### src/rtl/morse_pkg.sv
`default_nettype none
// ============================================================================
// Module  : morse_pkg
// Brief   : Shared types and constants for the Morse frame encoder.
// Revision: 1.0 - initial release
// ============================================================================
package morse_pkg;

    typedef enum logic [1:0] {
        IDLE   = 2'd0,
        LOOKUP = 2'd1,
        EMIT   = 2'd2,
        HOLD   = 2'd3
    } state_t;

    localparam int DOT_BITS          = 1;
    localparam int DASH_BITS         = 3;
    localparam int SYM_GAP           = 1;
    localparam int LETTER_GAP        = 3;
    localparam int MIN_MESSAGE_WIDTH = 22;

    typedef struct packed {
        logic [2:0] len;
        logic [4:0] code;
        logic       supported;
    } morse_code_t;

    // Table entries are written right-aligned; the stored code is left-aligned
    // so the first symbol always sits in code[4].
    function automatic morse_code_t morse_entry(input logic [2:0] len,
                                                input logic [4:0] code_r);
        morse_code_t e;
        e.len       = len;
        e.code      = code_r << (3'd5 - len);
        e.supported = 1'b1;
        return e;
    endfunction

endpackage
`default_nettype wire

### src/rtl/morse_frame_encoder_if.sv
`default_nettype none
// ============================================================================
// Module  : morse_frame_encoder_if
// Brief   : Character handshake and blinker frame signals of the encoder.
// Revision: 1.0 - initial release
// ============================================================================
interface morse_frame_encoder_if #(
    parameter int MESSAGE_WIDTH = 32,
    parameter int INDEX_WIDTH   = 5
);
    logic [7:0]               char_in;
    logic                     char_valid;
    logic                     char_ready;
    logic [INDEX_WIDTH-1:0]   blink_index;
    logic [MESSAGE_WIDTH-1:0] blink_pattern;
    logic                     pattern_valid;
    logic                     char_err;

    modport master (
        output char_in, char_valid, blink_index,
        input  char_ready, blink_pattern, pattern_valid, char_err
    );

    modport slave (
        input  char_in, char_valid, blink_index,
        output char_ready, blink_pattern, pattern_valid, char_err
    );
endinterface
`default_nettype wire

### src/rtl/morse_lut.sv
`default_nettype none
// ============================================================================
// Module  : morse_lut
// Brief   : Combinational ASCII to Morse code ROM (lower case folds to upper).
// Revision: 1.0 - initial release
// ============================================================================
module morse_lut
    import morse_pkg::*;
(
    input  logic [7:0]  char_in,
    output morse_code_t code_out
);

    logic [7:0] folded;

    always_comb begin
        folded = char_in;
        if (char_in >= 8'h61 && char_in <= 8'h7A) begin
            folded = char_in - 8'h20;
        end
    end

    always_comb begin
        code_out = '0;
        case (folded)
            8'h20: code_out = morse_entry(3'd0, 5'b00000);
            "A":   code_out = morse_entry(3'd2, 5'b00001);
            "B":   code_out = morse_entry(3'd4, 5'b01000);
            "C":   code_out = morse_entry(3'd4, 5'b01010);
            "D":   code_out = morse_entry(3'd3, 5'b00100);
            "E":   code_out = morse_entry(3'd1, 5'b00000);
            "F":   code_out = morse_entry(3'd4, 5'b00010);
            "G":   code_out = morse_entry(3'd3, 5'b00110);
            "H":   code_out = morse_entry(3'd4, 5'b00000);
            "I":   code_out = morse_entry(3'd2, 5'b00000);
            "J":   code_out = morse_entry(3'd4, 5'b00111);
            "K":   code_out = morse_entry(3'd3, 5'b00101);
            "L":   code_out = morse_entry(3'd4, 5'b00100);
            "M":   code_out = morse_entry(3'd2, 5'b00011);
            "N":   code_out = morse_entry(3'd2, 5'b00010);
            "O":   code_out = morse_entry(3'd3, 5'b00111);
            "P":   code_out = morse_entry(3'd4, 5'b00110);
            "Q":   code_out = morse_entry(3'd4, 5'b01101);
            "R":   code_out = morse_entry(3'd3, 5'b00010);
            "S":   code_out = morse_entry(3'd3, 5'b00000);
            "T":   code_out = morse_entry(3'd1, 5'b00001);
            "U":   code_out = morse_entry(3'd3, 5'b00001);
            "V":   code_out = morse_entry(3'd4, 5'b00001);
            "W":   code_out = morse_entry(3'd3, 5'b00011);
            "X":   code_out = morse_entry(3'd4, 5'b01001);
            "Y":   code_out = morse_entry(3'd4, 5'b01011);
            "Z":   code_out = morse_entry(3'd4, 5'b01100);
            "0":   code_out = morse_entry(3'd5, 5'b11111);
            "1":   code_out = morse_entry(3'd5, 5'b01111);
            "2":   code_out = morse_entry(3'd5, 5'b00111);
            "3":   code_out = morse_entry(3'd5, 5'b00011);
            "4":   code_out = morse_entry(3'd5, 5'b00001);
            "5":   code_out = morse_entry(3'd5, 5'b00000);
            "6":   code_out = morse_entry(3'd5, 5'b10000);
            "7":   code_out = morse_entry(3'd5, 5'b11000);
            "8":   code_out = morse_entry(3'd5, 5'b11100);
            "9":   code_out = morse_entry(3'd5, 5'b11110);
            default: code_out = '0;
        endcase
    end

endmodule
`default_nettype wire

### src/rtl/morse_frame_encoder.sv
`default_nettype none
// ============================================================================
// Module  : morse_frame_encoder
// Brief   : Encodes accepted ASCII characters into Morse frames and swaps one
//           frame per blinker frame boundary.
// Revision: 1.0 - initial release
// ============================================================================
module morse_frame_encoder
    import morse_pkg::*;
#(
    parameter int MESSAGE_WIDTH = 32,
    parameter int INDEX_WIDTH   = 5
) (
    input  logic                  CLK,
    input  logic                  RESETN,
    morse_frame_encoder_if.slave  bus
);

    localparam logic [INDEX_WIDTH-1:0] LAST_INDEX = INDEX_WIDTH'(MESSAGE_WIDTH - 1);

    if (MESSAGE_WIDTH < MIN_MESSAGE_WIDTH || INDEX_WIDTH != $clog2(MESSAGE_WIDTH)) begin : g_param_check
        $error("morse_frame_encoder: illegal MESSAGE_WIDTH/INDEX_WIDTH combination");
    end

    state_t                   state_q,         state_d;
    logic [7:0]               char_q,          char_d;
    logic [2:0]               len_q,           len_d;
    logic [4:0]               code_q,          code_d;
    logic [2:0]               sym_q,           sym_d;
    logic [1:0]               cnt_q,           cnt_d;
    logic                     gap_q,           gap_d;
    logic [INDEX_WIDTH-1:0]   ptr_q,           ptr_d;
    logic [MESSAGE_WIDTH-1:0] work_q,          work_d;
    logic [MESSAGE_WIDTH-1:0] pattern_q,       pattern_d;
    logic                     pattern_valid_q, pattern_valid_d;
    logic                     char_err_q,      char_err_d;
    logic [INDEX_WIDTH-1:0]   idx_q,           idx_d;

    morse_code_t lut_code;
    logic        boundary;
    logic        is_dash;
    logic        is_last;
    logic [1:0]  elem_last_cnt;

    morse_lut u_lut (
        .char_in  (char_q),
        .code_out (lut_code)
    );

    assign boundary = (idx_q == '0) && (bus.blink_index == LAST_INDEX);
    assign is_dash  = code_q[3'd4 - sym_q];
    assign is_last  = (sym_q == len_q - 3'd1);

    // Final count of the element currently being written: mark or gap.
    always_comb begin
        elem_last_cnt = 2'(DOT_BITS - 1);
        if (gap_q) begin
            elem_last_cnt = is_last ? 2'(LETTER_GAP - 1) : 2'(SYM_GAP - 1);
        end else if (is_dash) begin
            elem_last_cnt = 2'(DASH_BITS - 1);
        end
    end

    always_ff @(posedge CLK) begin
        if (!RESETN) begin
            state_q         <= IDLE;
            char_q          <= '0;
            len_q           <= '0;
            code_q          <= '0;
            sym_q           <= '0;
            cnt_q           <= '0;
            gap_q           <= 1'b0;
            ptr_q           <= '0;
            work_q          <= '0;
            pattern_q       <= '0;
            pattern_valid_q <= 1'b0;
            char_err_q      <= 1'b0;
            idx_q           <= '0;
        end else begin
            state_q         <= state_d;
            char_q          <= char_d;
            len_q           <= len_d;
            code_q          <= code_d;
            sym_q           <= sym_d;
            cnt_q           <= cnt_d;
            gap_q           <= gap_d;
            ptr_q           <= ptr_d;
            work_q          <= work_d;
            pattern_q       <= pattern_d;
            pattern_valid_q <= pattern_valid_d;
            char_err_q      <= char_err_d;
            idx_q           <= idx_d;
        end
    end

    always_comb begin
        state_d         = state_q;
        char_d          = char_q;
        len_d           = len_q;
        code_d          = code_q;
        sym_d           = sym_q;
        cnt_d           = cnt_q;
        gap_d           = gap_q;
        ptr_d           = ptr_q;
        work_d          = work_q;
        pattern_d       = pattern_q;
        pattern_valid_d = pattern_valid_q;
        char_err_d      = 1'b0;
        idx_d           = bus.blink_index;

        case (state_q)
            IDLE: begin
                if (bus.char_valid) begin
                    char_d  = bus.char_in;
                    state_d = LOOKUP;
                end
            end
            LOOKUP: begin
                work_d = '0;
                ptr_d  = '0;
                sym_d  = '0;
                cnt_d  = '0;
                gap_d  = 1'b0;
                len_d  = lut_code.len;
                code_d = lut_code.code;
                if (!lut_code.supported) begin
                    char_err_d = 1'b1;
                    state_d    = IDLE;
                end else if (lut_code.len == 3'd0) begin
                    state_d = HOLD;
                end else begin
                    state_d = EMIT;
                end
            end
            EMIT: begin
                ptr_d = ptr_q + 1'b1;
                if (!gap_q) begin
                    work_d[LAST_INDEX - ptr_q] = 1'b1;
                end
                if (cnt_q == elem_last_cnt) begin
                    cnt_d = '0;
                    if (!gap_q) begin
                        gap_d = 1'b1;
                    end else if (is_last) begin
                        state_d = HOLD;
                    end else begin
                        gap_d = 1'b0;
                        sym_d = sym_q + 3'd1;
                    end
                end else begin
                    cnt_d = cnt_q + 2'd1;
                end
            end
            HOLD: begin
                state_d = HOLD;
            end
            default: state_d = IDLE;
        endcase

        // A boundary without a finished frame shows dark rather than repeating.
        if (boundary) begin
            if (state_q == HOLD) begin
                pattern_d       = work_q;
                pattern_valid_d = 1'b1;
                state_d         = IDLE;
            end else begin
                pattern_d       = '0;
                pattern_valid_d = 1'b0;
            end
        end
    end

    assign bus.char_ready    = (state_q == IDLE);
    assign bus.blink_pattern = pattern_q;
    assign bus.pattern_valid = pattern_valid_q;
    assign bus.char_err      = char_err_q;

endmodule
`default_nettype wire

### src/flat_wrapper.sv
// flat-port wrapper written by rule: the top's interface ports become plain ports
module morse_frame_encoder_flat import morse_pkg::*;
#(
    parameter int MESSAGE_WIDTH = 32,
    parameter int INDEX_WIDTH   = 5
)
  (CLK, RESETN, bus_char_in, bus_char_valid, bus_blink_index, bus_char_ready, bus_blink_pattern, bus_pattern_valid, bus_char_err);
  morse_frame_encoder_if #(.MESSAGE_WIDTH(MESSAGE_WIDTH), .INDEX_WIDTH(INDEX_WIDTH)) bus_i ();
  input  logic CLK;
  input  logic RESETN;
  input wire logic [$bits(bus_i.char_in)-1:0] bus_char_in;
  input wire logic [$bits(bus_i.char_valid)-1:0] bus_char_valid;
  input wire logic [$bits(bus_i.blink_index)-1:0] bus_blink_index;
  output wire logic [$bits(bus_i.char_ready)-1:0] bus_char_ready;
  output wire logic [$bits(bus_i.blink_pattern)-1:0] bus_blink_pattern;
  output wire logic [$bits(bus_i.pattern_valid)-1:0] bus_pattern_valid;
  output wire logic [$bits(bus_i.char_err)-1:0] bus_char_err;
  assign bus_i.char_in = bus_char_in;
  assign bus_i.char_valid = bus_char_valid;
  assign bus_i.blink_index = bus_blink_index;
  assign bus_char_ready = bus_i.char_ready;
  assign bus_blink_pattern = bus_i.blink_pattern;
  assign bus_pattern_valid = bus_i.pattern_valid;
  assign bus_char_err = bus_i.char_err;
  morse_frame_encoder #(.MESSAGE_WIDTH(MESSAGE_WIDTH), .INDEX_WIDTH(INDEX_WIDTH)) u_core (.CLK(CLK), .RESETN(RESETN), .bus(bus_i));
endmodule
### config.mk
export PLATFORM = sky130hd
export DESIGN_NAME = morse_frame_encoder_flat
export DESIGN_NICKNAME = d
export VERILOG_FILES = /design/src/rtl/morse_pkg.sv /design/src/rtl/morse_frame_encoder_if.sv /design/src/rtl/morse_lut.sv /design/src/rtl/morse_frame_encoder.sv /design/src/flat_wrapper.sv
export SDC_FILE = /design/constraint.sdc
export NUM_CORES = 1
export LEC_CHECK = 0
export BUFFER_PORTS_ARGS = -buffer_cell sky130_fd_sc_hd__buf_2
export CAP_MARGIN = 20
export CORE_MARGIN = 4
export CORE_UTILIZATION = 50
export CTS_BUF_LIST = sky130_fd_sc_hd__clkbuf_2
export CTS_CLUSTER_DIAMETER = 200
export DETAILED_ROUTE_END_ITERATION = 10
export MAX_ROUTING_LAYER = met4
export PLACE_DENSITY = 0.83
export RECOVER_POWER = 25
export SYNTH_ARGS = -nofsm -noshare
export SYNTH_HDL_FRONTEND = slang
export SYNTH_SLANG_ARGS = --single-unit
### constraint.sdc
create_clock -name CLK -period 2.25 [get_ports CLK]
set_clock_uncertainty 0.2 [all_clocks]
set_input_delay 0.1125 -clock CLK [delete_from_list [all_inputs] [get_ports CLK]]
set_output_delay 0.1125 -clock CLK [all_outputs]
set_load 0.01 [all_outputs]
==> results of run 1 <==
-- layer usage --
| layer | vias to the layer above | routed length (um) |
|---|---|---|
| li1 | 2194 | - |
| met1 | 2205 | 5270 |
| met2 | 167 | 6690 |
| met3 | 50 | 571 |
| met4 | 0 | 452 |
| met5 | - | 0 |
-- power breakdown --
part | internal (mW) | switching, mW
registers | 1.87 | 0.110
clock network | 0.271 | 0.611
logic | 0.865 | 1.16
-- tightest hold or removal path: stages (launching register included) --
cell and delay [ns]:
dfxtp_1 0.37, nand2_1 0.05, a21boi_1 0.05
-- Yosys cell counts (all sizes together), types with 14 or more instances --
cell type	number	share of area (%)
ha	19	4.9
o21ai	18	1.8
clkbuf	22	1.7
and2	14	1.9
nand2	66	5.1
a21boi	47	7.2
inv	17	1.3
buf	20	2.8
nand3	53	5.4
dfxtp	100	41
nor2	47	3.6
a21oi	46	4.7
nor2b	15	2.1
-- worst paths after layout --
kind	start	to	slack, ns	depth (start not counted)
min	u_core.bus.blink_pattern[31]	u_core.bus.blink_pattern[31]	0.27	2
min reg2reg	u_core.bus.blink_pattern[31]	u_core.bus.blink_pattern[31]	0.27	2
max	u_core.sym_q[1]	u_core.gap_q	-0.15	8
max reg2reg	u_core.sym_q[1]	u_core.gap_q	-0.15	8
-- logic make-up after synthesis --
kind of cell / count (synthesis) / share of synthesized area [%]
DFF: 100 / 41.1
adders and majority gates: 19 / 4.88
AOI/OAI and AO/OA: 149 / 21.0
muxes: 9 / 2.13
xor gates and xnor gates: 6 / 1.36
buffers and inverters: 60 / 5.88
and+or+nand+nor: 229 / 23.6
-- sequential cells by signal, indices dropped and copies added (netlist names) --
signal,cells
u_core.bus.blink_pattern,32
u_core.gap_q,1
u_core.cnt_q,2
u_core.work_q,32
u_core.bus.pattern_valid,1
u_core.bus.char_err,1
u_core.char_q,8
u_core.state_q,2
u_core.sym_q,3
u_core.len_q,3
u_core.code_q,5
u_core.ptr_q,5
u_core.idx_q,5
-- final cells by class --
class / count / area (um^2)
Inverter: 18 / 75.1
Sequential cell: 100 / 2020
Fill cell: 753 / 3320
Multi-Input combinational cell: 412 / 2760
Clock buffer: 10 / 50.0
Clock inverter: 6 / 72.6
Tap cell: 129 / 161
Timing Repair Buffer: 129 / 917
-- repair_timing --
action | CTS | global route
endpoints found under the setup margin | 4 | 15
endpoints found under the hold margin | 67 | 0
pin swaps | 1 | 19
setup buffers | 1 | 11
gates resized for setup | 7 | 48
hold buffers | 28 | 0
==> summary.txt, run 1 <==
Timing
  – # setup viols final: 4
  – Minimum clock period: 2.40 ns
  – Tightest Pin Transition: 0.751 ns
  – Slew Limit Fails: 0
  – Setup tns final: -0.362 ns
  – WHS: 0.267 ns
  – Final hold violation count: 0
  – Max Fclk: 416 MHz
  – Fin worst setup slack: -0.152 ns
  – Rel. slew slack: 49.8%
  – RSZ-0062 raised after global routing: true
  – Period utilisation layout: 107%

Setup path
  – Critical Path Start Type: register
  – Critical path cell sequence: inv_1 -> ha_4 -> mux4_2 -> mux2i_1 -> mux2i_1 -> xor2_1 -> nor2_1 -> o311a_1
  – CP most frequent cell: mux2i_1
  – Crit. End Element: register
  – Worst EP arrival: about 2.7 ns
  – Required @ worst endpoint: 2.53 ns
  – CP Buf/Inv Count: 1
  – CP max FO: 2
  – Crit path max-delay family: multiplexers
  – CP peak stage delay: 0.49 ns
  – Slowest stage cell, crit path: mux4_2
  – Worst Setup Path Type: register to register

Finish
  – Area grow syn2layout: 24.3%
  – Final Net Count: 705
  – N_diodes: 0
  – Most frequent cells in the layout: 92 x dfxtp_1, 65 x nand2_1, 51 x nand3_1, 46 x nor2_1, 45 x a21oi_1
  – Layout cell share with drive strength beyond 1: between 20% and 30%
  – Commonest non-fill, non-tap cell in the layout: dfxtp_1
  – Final core occ: 64.6%
  – Fin area: 6050 um^2
  – Post-route insts no fill: 804

Routing
  – Post-DRT Antenna Nets: 0
  – Vias: 4616
  – Drt wl/cell: 16.1 um
  – Drt first-iter violations: 331
  – Vias/cell: between 5 and 6
  – Pre-antenna DRT Iters: 5
  – Residual DRC count: 0
  – Final WL: 13.0 mm

Yosys
  – Ys Warns: 0
  – Ys flop type: dfxtp_1
  – Synth Register Bits: 100
  – Cell Area, Synth: 4870 um^2
  – Sequential-to-total area share from yosys stat: 41.1%
  – Post-synth ARST share: 0%
  – Synth Area per Inst: ~8.5 um^2
  – Post-synth cell types: 66
  – EDFF count, synth: 0
  – Cells after Synth: 572
  – Mapped Nets: 607

Run
  – Max-cap violation count: 0

Global route
  – GR Util All Layers: a little under a quarter
  – Grt ovf: 0
  – First-pass GRT wire length: 21.1 mm
  – Vias in the first global route: 4467
  – Initial antenna violation count: 0
  – Largest net degree at the start of global routing: 43
  – Grt met2 use: a little over 40%
  – Met1 usage: between 20% and 30%
  – Met3 Use GR: 3.67%
  – Top Usage Layer GRT: met2

Placed design
  – Post-placement cell count: about 750
  – GPL Wtd Cong: 0.936
  – Detail Placement HPWL: about 8 mm
  – Area post-placement: 5370 um^2
  – Pre-CTS setup slack: -0.0542 ns
  – PortBufs: 50

Clocking
  – Root Buffer: clkbuf_2
  – CTS Sinks: 100
  – H-tree depth: 3
  – Worst-skew pair later-pin latency: 0.55 ns
  – Clk slew on worst S/H paths: 0.28 ns
  – TritonCTS buffer count: 9
  – CTS Buffer Depth: 2
  – CTS tree: done

Pwr
  – Tot Pwr: just under 5 mW
  – Max rail drop VDD: 517 uV
  – Power Density: a little over 800 nW/um^2
  – Static Leakage: around 2.2 nW

Die
  – I/O pin count: 51
  – Die width: around 110 um
  – Die boundary height: 107 um
  – FP Rows: 35
  – Die ar.: 11400 um^2
  – Initial Util: 52.0%
  – Core ar.: 9370 um^2

Min path
  – Min-delay worst type: register to register

Outcome
  – Failing checks: negative setup slack
  – Status: complete, but fails checks
(Power assumes the default switching activity.)
==> run 2, diff against run 1 <==
Settings changed: ABC_AREA set to 1.
==> run 2 against run 1 <==
The flow now finishes without violations. Clock power down 8.6%. Fmax grew 13%. Cell area shrank 9.3%. Critical endpoint is now u_core.sym_q[1]. Largest power group is now sequential cells.
==> summary.txt, run 2 <==
Routing
  – Drt first-iter violations: 318 (-3.9%)
  – Pre-antenna DRT Iters: 5 (unchanged)
  – Vias/cell: 5.38 (-6.2%)
  – Final WL: 11.3 mm (-13%)
  – Vias: 4489 (-2.8%)
  – Post-DRT Antenna Nets: 0 (unchanged)
  – Drt wl/cell: 13.6 um (-16%)
  – Residual DRC count: 0 (unchanged)

Clocking
  – Worst-skew pair later-pin latency: 0.57 ns (+0.02 ns)
  – CTS Buffer Depth: 2 (unchanged)
  – Root Buffer: clkbuf_2
  – CTS Sinks: 100 (unchanged)
  – Clk slew on worst S/H paths: 0.27 ns (about the same)
  – H-tree depth: 3 (unchanged)
  – TritonCTS buffer count: 9 (unchanged)
  – CTS tree: done

Yosys
  – Post-synth cell types: 38 (-42%)
  – Yosys top cell area share: 43.0% (+1.9 points)
  – Synth Area per Inst: 7.26 um^2 (-15%)
  – Post-synth ARST share: 0% (unchanged)
  – Sequential-to-total area share from yosys stat: 43.0% (+1.9 points)
  – Ys Warns: 0 (unchanged)
  – Cell Area, Synth: 4650 um^2 (-4.4%)
  – Top cells by area, synth: dfxtp_1 43%, a21oi_1 9.9%, nand2_1 9.6%, nand3_1 7.5%, ha_1 5.1%
  – Top-count cell post-synth: nand2_1
  – Ys flop type: dfxtp_1
  – EDFF count, synth: 0 (unchanged)
  – Synth area leader: dfxtp_1
  – Synth Register Bits: 100 (unchanged)
  – Mapped Nets: 676 (+11%)
  – Commonest cells post-synth: 119 x nand2_1, 100 x dfxtp_1, 92 x a21oi_1
  – Cells after Synth: 641 (+12%)

Placed design
  – Pre-CTS setup slack: 0.0524 ns (+0.107 ns)
  – Detail Placement HPWL: 7.96 mm (-3.0%)
  – PortBufs: 50 (unchanged)
  – Area post-placement: 5050 um^2 (-5.9%)
  – GPL Wtd Cong: 0.909 (-2.9%)

Die
  – Initial Util: 52.3% (+0.37 points)
  – I/O pin count: 51 (unchanged)
  – Die width: 104 um (-2.1%)
  – FP Rows: 34 (-2.9%)
  – Die ar.: 10900 um^2 (-4.1%)
  – Core ar.: 8890 um^2 (-5.1%)
  – Die boundary height: 104 um (-2.1%)

Timing
  – Tightest Pin Transition: 0.590 ns (-0.161 ns)
  – Rel. slew slack: 60.3% (+11 points)
  – Minimum clock period: 2.13 ns (-0.270 ns)
  – Period utilisation layout: 94.8% (-12 points)
  – Max Fclk: 469 MHz (+13%)
  – Final hold violation count: 0 (unchanged)
  – # setup viols final: 0 (-4)
  – Slew Limit Fails: 0 (unchanged)
  – Fin worst setup slack: 0.118 ns (+0.270 ns)
  – Setup tns final: 0 ns (+0.362 ns)

Run
  – Max-cap violation count: 0 (unchanged)

Setup path
  – Crit. End Element: register
  – Critical path cell sequence: inv_1 -> ha_2 -> or2_1 -> nand2_1 -> nand2_1 -> nand2_1 -> nand2_2 -> nand2_2 -> nand2_1 -> nand2_2 -> nand3_2 -> nand2_2 -> nand2_2 -> nand2_1 -> nand2_1 -> nor2_1
  – Slowest stage cell, crit path: dfxtp_2
  – CP most frequent cell: nand2_1
  – CP max FO: 7 (+5)
  – CP peak stage delay: 0.40 ns (-0.09 ns)
  – Required @ worst endpoint: 2.57 ns (+0.04 ns)
  – Worst Setup Path Type: register to register
  – Critical Path Start Type: register
  – CP Buf/Inv Count: 1 (unchanged)
  – Worst EP arrival: 2.45 ns (-0.24 ns)
  – Crit path max-delay family: simple AND/OR/NAND/NOR gates

Finish
  – Area grow syn2layout: 17.9%
  – Fin area: 5490 um^2 (-9.3%)
  – Final Net Count: 756 (+7.2%)
  – N_diodes: 0 (unchanged)
  – Layout cell share with drive strength beyond 1: 13.6% (-6.4 points)
  – Most frequent cells in the layout: 114 x nand2_1, 95 x dfxtp_1, 92 x a21oi_1, 68 x nand3_1, 62 x nor2_1
  – Final core occ: 61.7% (-2.9 points)
  – Commonest non-fill, non-tap cell in the layout: nand2_1

Global route
  – First-pass GRT wire length: 19.8 mm (-6.6%)
  – Largest net degree at the start of global routing: 44 (+2.3%)
  – Vias in the first global route: 4366 (-2.3%)
  – GR Util All Layers: 22.1% (-0.93 points)
  – Initial antenna violation count: 0 (unchanged)
  – Grt ovf: 0 (unchanged)

Pwr
  – Tot Pwr: 3.39 mW (-31%)
  – Static Leakage: 2.20 nW (-2.4%)
  – Max rail drop VDD: 407 uV (-21%)
  – Power Density: 618 nW/um^2 (-23%)

Min path
  – Min-delay worst type: input pin to register

Outcome
  – Status: completed
==> run 2: cell count changes after synthesis, sizes merged, moves of 6 or more <==
cell	change
buf	-8
a21boi	-47
nand2	+64
nor2	+16
and2	-14
a21oi	+47
nor3b	-8
nand3	+18
mux2i	-7
nor2b	-15
nor3	+8
a211oi	-6
o21ai	+8
inv	+46
==> run 2: power by group <==
group | total, mW | internal [mW] | switching [mW]
Clock | 0.806 | 0.177 | 0.630
Combinational | 0.720 | 0.278 | 0.442
Sequential | 1.86 | 1.83 | 0.0374
==> run 2: metrics by stage <==
step / hold slack (ns) / cells
3_3_place_gp: 0.111 / 788
6_report: 0.159 / 834
5_1_grt: 0.163 / 834
4_1_cts: 0.118 / 830
3_5_place_dp: 0.121 / 788
2_1_floorplan: 0.00595 / 641
==> run 2: metal layers <==
layer | track usage [%] | vias to the layer above | share of wire, %
met5 | - | - | 0
met4 | 6.46 | 0 | 1.3
met3 | 4.78 | 13 | 7.2
met2 | 34.8 | 141 | 47
met1 | 28.7 | 2061 | 45
li1 | - | 2274 | -
==> run 2: logic make-up after synthesis <==
| group | share of synthesized area, % |
|---|---|
| AO/OA/AOI/OAI | 15.2 |
| XOR/XNOR | 0.941 |
| adder cells (fa/ha/maj) | 5.11 |
| buffers and inverters | 8.31 |
| flip-flops | 43.0 |
| AND/OR/NAND/NOR | 27.5 |
==> run 2: worst paths after layout <==
kind                     startpoint           endpoint  slack, ns  depth (start not counted)
hold reg to reg   u_core.work_q[12]  u_core.work_q[12]       0.28                          2
hold / removal       bus_char_in[6]   u_core.char_q[6]       0.16                          4
setup / recovery    u_core.len_q[0]    u_core.sym_q[1]       0.12                         16
setup reg to reg    u_core.len_q[0]    u_core.sym_q[1]       0.12                         16
==> run 2: layout make-up <==
cell class	count	area, um^2
well taps	108	135
clock inverters	6	57.6
fillers	813	3400
inverters	65	246
repair buffers	98	653
flip-flops and latches	100	2010
multi-input cells	447	2330
clock buffers	10	50.0
==> run 2: worst min-delay path, stage by stage <==
cell and delay [ns]:
dlygate4sd3_1 0.52, buf_2 0.09, o21ai_0 0.08, a21oi_1 0.11
==> run 2: what timing repair did <==
item / 4_1_cts / 5_1_grt
pin swaps: 0 / 6
hold buffers: 26 / 0
gates cloned: 0 / 1
resized for setup: 1 / 22
endpoints found under the setup margin: 1 / 17
hold endpoints to repair: 30 / 0
buffers inserted: 0 / 3
==> run 3, diff against run 2 <==
Settings changed: CORE_MARGIN 4 to 1.
==> run 3 against run 2 <==
The run now ends with design-rule violations left. Sequential power about the same. Largest power group unchanged. Critical path depth down 1. Power about the same.
==> summary.txt, run 3 (synthesized netlist as in run 2, its figures left out) <==
Global route
  – Vias in the first global route: 4117 (-5.7%)
  – Largest net degree at the start of global routing: 34 (-23%)
  – Grt ovf: 0 (unchanged)
  – First-pass GRT wire length: 18.5 mm (-6.4%)
  – GR Util All Layers: 24.1% (+2.0 points)
  – Initial antenna violation count: 0 (unchanged)

Placed design
  – Pre-CTS setup slack: 0.126 ns (+0.0740 ns)
  – PortBufs: 50 (unchanged)
  – Post-placement cell count: 788 (unchanged)
  – GPL Wtd Cong: 0.922 (+1.5%)
  – Area post-placement: 5040 um^2 (-0.25%)
  – Detail Placement HPWL: 7.84 mm (-1.4%)

Setup path
  – Required @ worst endpoint: 2.55 ns (-0.02 ns)
  – Worst EP arrival: 2.45 ns (about the same)
  – Crit path from: u_core.len_q[0]
  – RR Startpoint: u_core.len_q[0]
  – Crit. End Element: register
  – Worst Setup Path Type: register to register
  – CP max FO: 7 (unchanged)
  – Critical Path Start Type: register

Timing
  – Setup tns final: 0 ns (unchanged)
  – Max Fclk: 467 MHz (-0.48%)
  – Slew Limit Fails: 0 (unchanged)
  – Tightest Pin Transition: 0.604 ns (+0.0140 ns)
  – Period utilisation layout: 95.2% (+0.45 points)
  – Fin worst setup slack: 0.108 ns (-0.0102 ns)
  – # setup viols final: 0 (unchanged)
  – Rel. slew slack: 59.4% (-0.94 points)
  – Final hold violation count: 0 (unchanged)
  – Minimum clock period: 2.14 ns (+0.0102 ns)

Pwr
  – Power Density: 626 nW/um^2 (+1.2%)
  – Static Leakage: 2.18 nW (-0.73%)
  – Max rail drop VDD: 365 uV (-10%)

Routing
  – Post-DRT Antenna Nets: 0 (unchanged)
  – Drt first-iter violations: 250 (-21%)
  – Vias: 4485 (-0.089%)
  – Residual DRC count: 6 (+6)
  – Pre-antenna DRT Iters: 8 (+3)
  – Vias/cell: 5.40 (+0.27%)
  – Drt wl/cell: 13.4 um (-1.5%)
  – Final WL: 11.1 mm (-1.8%)

Finish
  – Final Net Count: 753 (-0.40%)
  – N_diodes: 0 (unchanged)
  – Most frequent cells in the layout: 117 x nand2_1, 97 x dfxtp_1, 91 x a21oi_1, 70 x nand3_1, 62 x nor2_1
  – Final core occ: 61.3% (-0.45 points)
  – Area grow syn2layout: 16.5%
  – Post-route insts no fill: 831 (-0.36%)
  – Fin area: 5420 um^2 (-1.2%)
  – Commonest non-fill, non-tap cell in the layout: nand2_1
  – Layout cell share with drive strength beyond 1: 11.6% (-2.0 points)

Clocking
  – CTS Sinks: 100 (unchanged)
  – Root Buffer: clkbuf_2
  – CTS Buffer Depth: 2 (unchanged)
  – TritonCTS buffer count: 9 (unchanged)
  – Clk slew on worst S/H paths: 0.29 ns (+0.02 ns)
  – Worst-skew pair later-pin latency: 0.56 ns (about the same)
  – H-tree depth: 3 (unchanged)
  – CTS tree: done

Die
  – Die width: 98.5 um (-5.7%)
  – Die boundary height: 98.5 um (-5.7%)
  – Initial Util: 52.6% (+0.25 points)
  – I/O pin count: 51 (unchanged)
  – Core ar.: 8850 um^2 (-0.48%)
  – FP Rows: 34 (unchanged)
  – Die ar.: 9700 um^2 (-11%)

Min path
  – HP Start: bus_char_in[5]
  – Min-delay worst type: input pin to register

Run
  – Max-cap violation count: 0 (unchanged)

Outcome
  – Status: complete, but fails checks
  – Failing checks: design-rule violations
run 3: cell count changes in the layout (fill, tap and decap cells not counted), moves of 3 or more:
| cell | previous run | this run |
|---|---|---|
| inv_1 | 57 | 60 |
| inv_6 | 0 | 3 |
| ha_1 | 15 | 18 |
| nand2_2 | 12 | 8 |
| inv_2 | 5 | 2 |
| nand2_1 | 114 | 117 |
| clkinv_4 | 4 | 0 |
run 3: report_power, final:
group	switching, mW	total (mW)	internal [mW]
clock	0.654	0.829	0.176
sequential	0.0402	1.87	1.83
combinational	0.429	0.694	0.265
total	1.12	3.39	2.27
run 3: critical path, cell delays in order, from the launching register on:
cell and delay (ns):
dfxtp_2 0.40, inv_1 0.06, ha_1 0.20, or2_1 0.22, nand2_1 0.06, nand2_1 0.04, nand2_1 0.05, nand2_1 0.06
nand2_1 0.10, nand2_1 0.08, nand2_2 0.09, nand3_1 0.09, nand2_2 0.14, nand2_1 0.10, nand2_1 0.12, a21oi_2 0.07
run 3: what timing repair did:
item / 4_1_cts / 5_1_grt
endpoints found under the setup margin: 0 / 11
endpoints found under the hold margin: 26 / 0
setup buffers: 0 / 1
gates resized for setup: 0 / 9
hold buffers: 26 / 0
run 3: final timing paths:
path                       to  slack, ns  cells after the start
min          u_core.char_q[5]       0.15                      4
max reg2reg   u_core.sym_q[2]       0.11                     15
min reg2reg  u_core.work_q[8]       0.28                      2
max           u_core.sym_q[2]       0.11                     15
run 3: metal layers:
layer / wire (um) / global-route usage [%] / vias to the layer above
li1: - / - / 2261
met1: 5010 / 30.7 / 2051
met2: 5340 / 39.3 / 152
met3: 590 / 3.62 / 21
met4: 201 / 8.27 / 0
met5: 0 / - / -
run 3: final cells by class:
class / count / area (um^2)
Tap cell: 108 / 135
Fill cell: 749 / 3430
Clock inverter: 7 / 66.3
Sequential cell: 100 / 2010
Timing Repair Buffer: 96 / 626
Inverter: 65 / 246
Multi-Input combinational cell: 446 / 2300
Clock buffer: 9 / 45.0
run 3: per-stage QoR:
stage / hold WS [ns] / total power [mW]
global placement: 0.107 / 2.50
global route: 0.132 / 3.56
finish: 0.154 / 3.39
floorplan: 0.00595 / 2.36
CTS: 0.133 / 3.37
detailed placement: 0.113 / 2.51
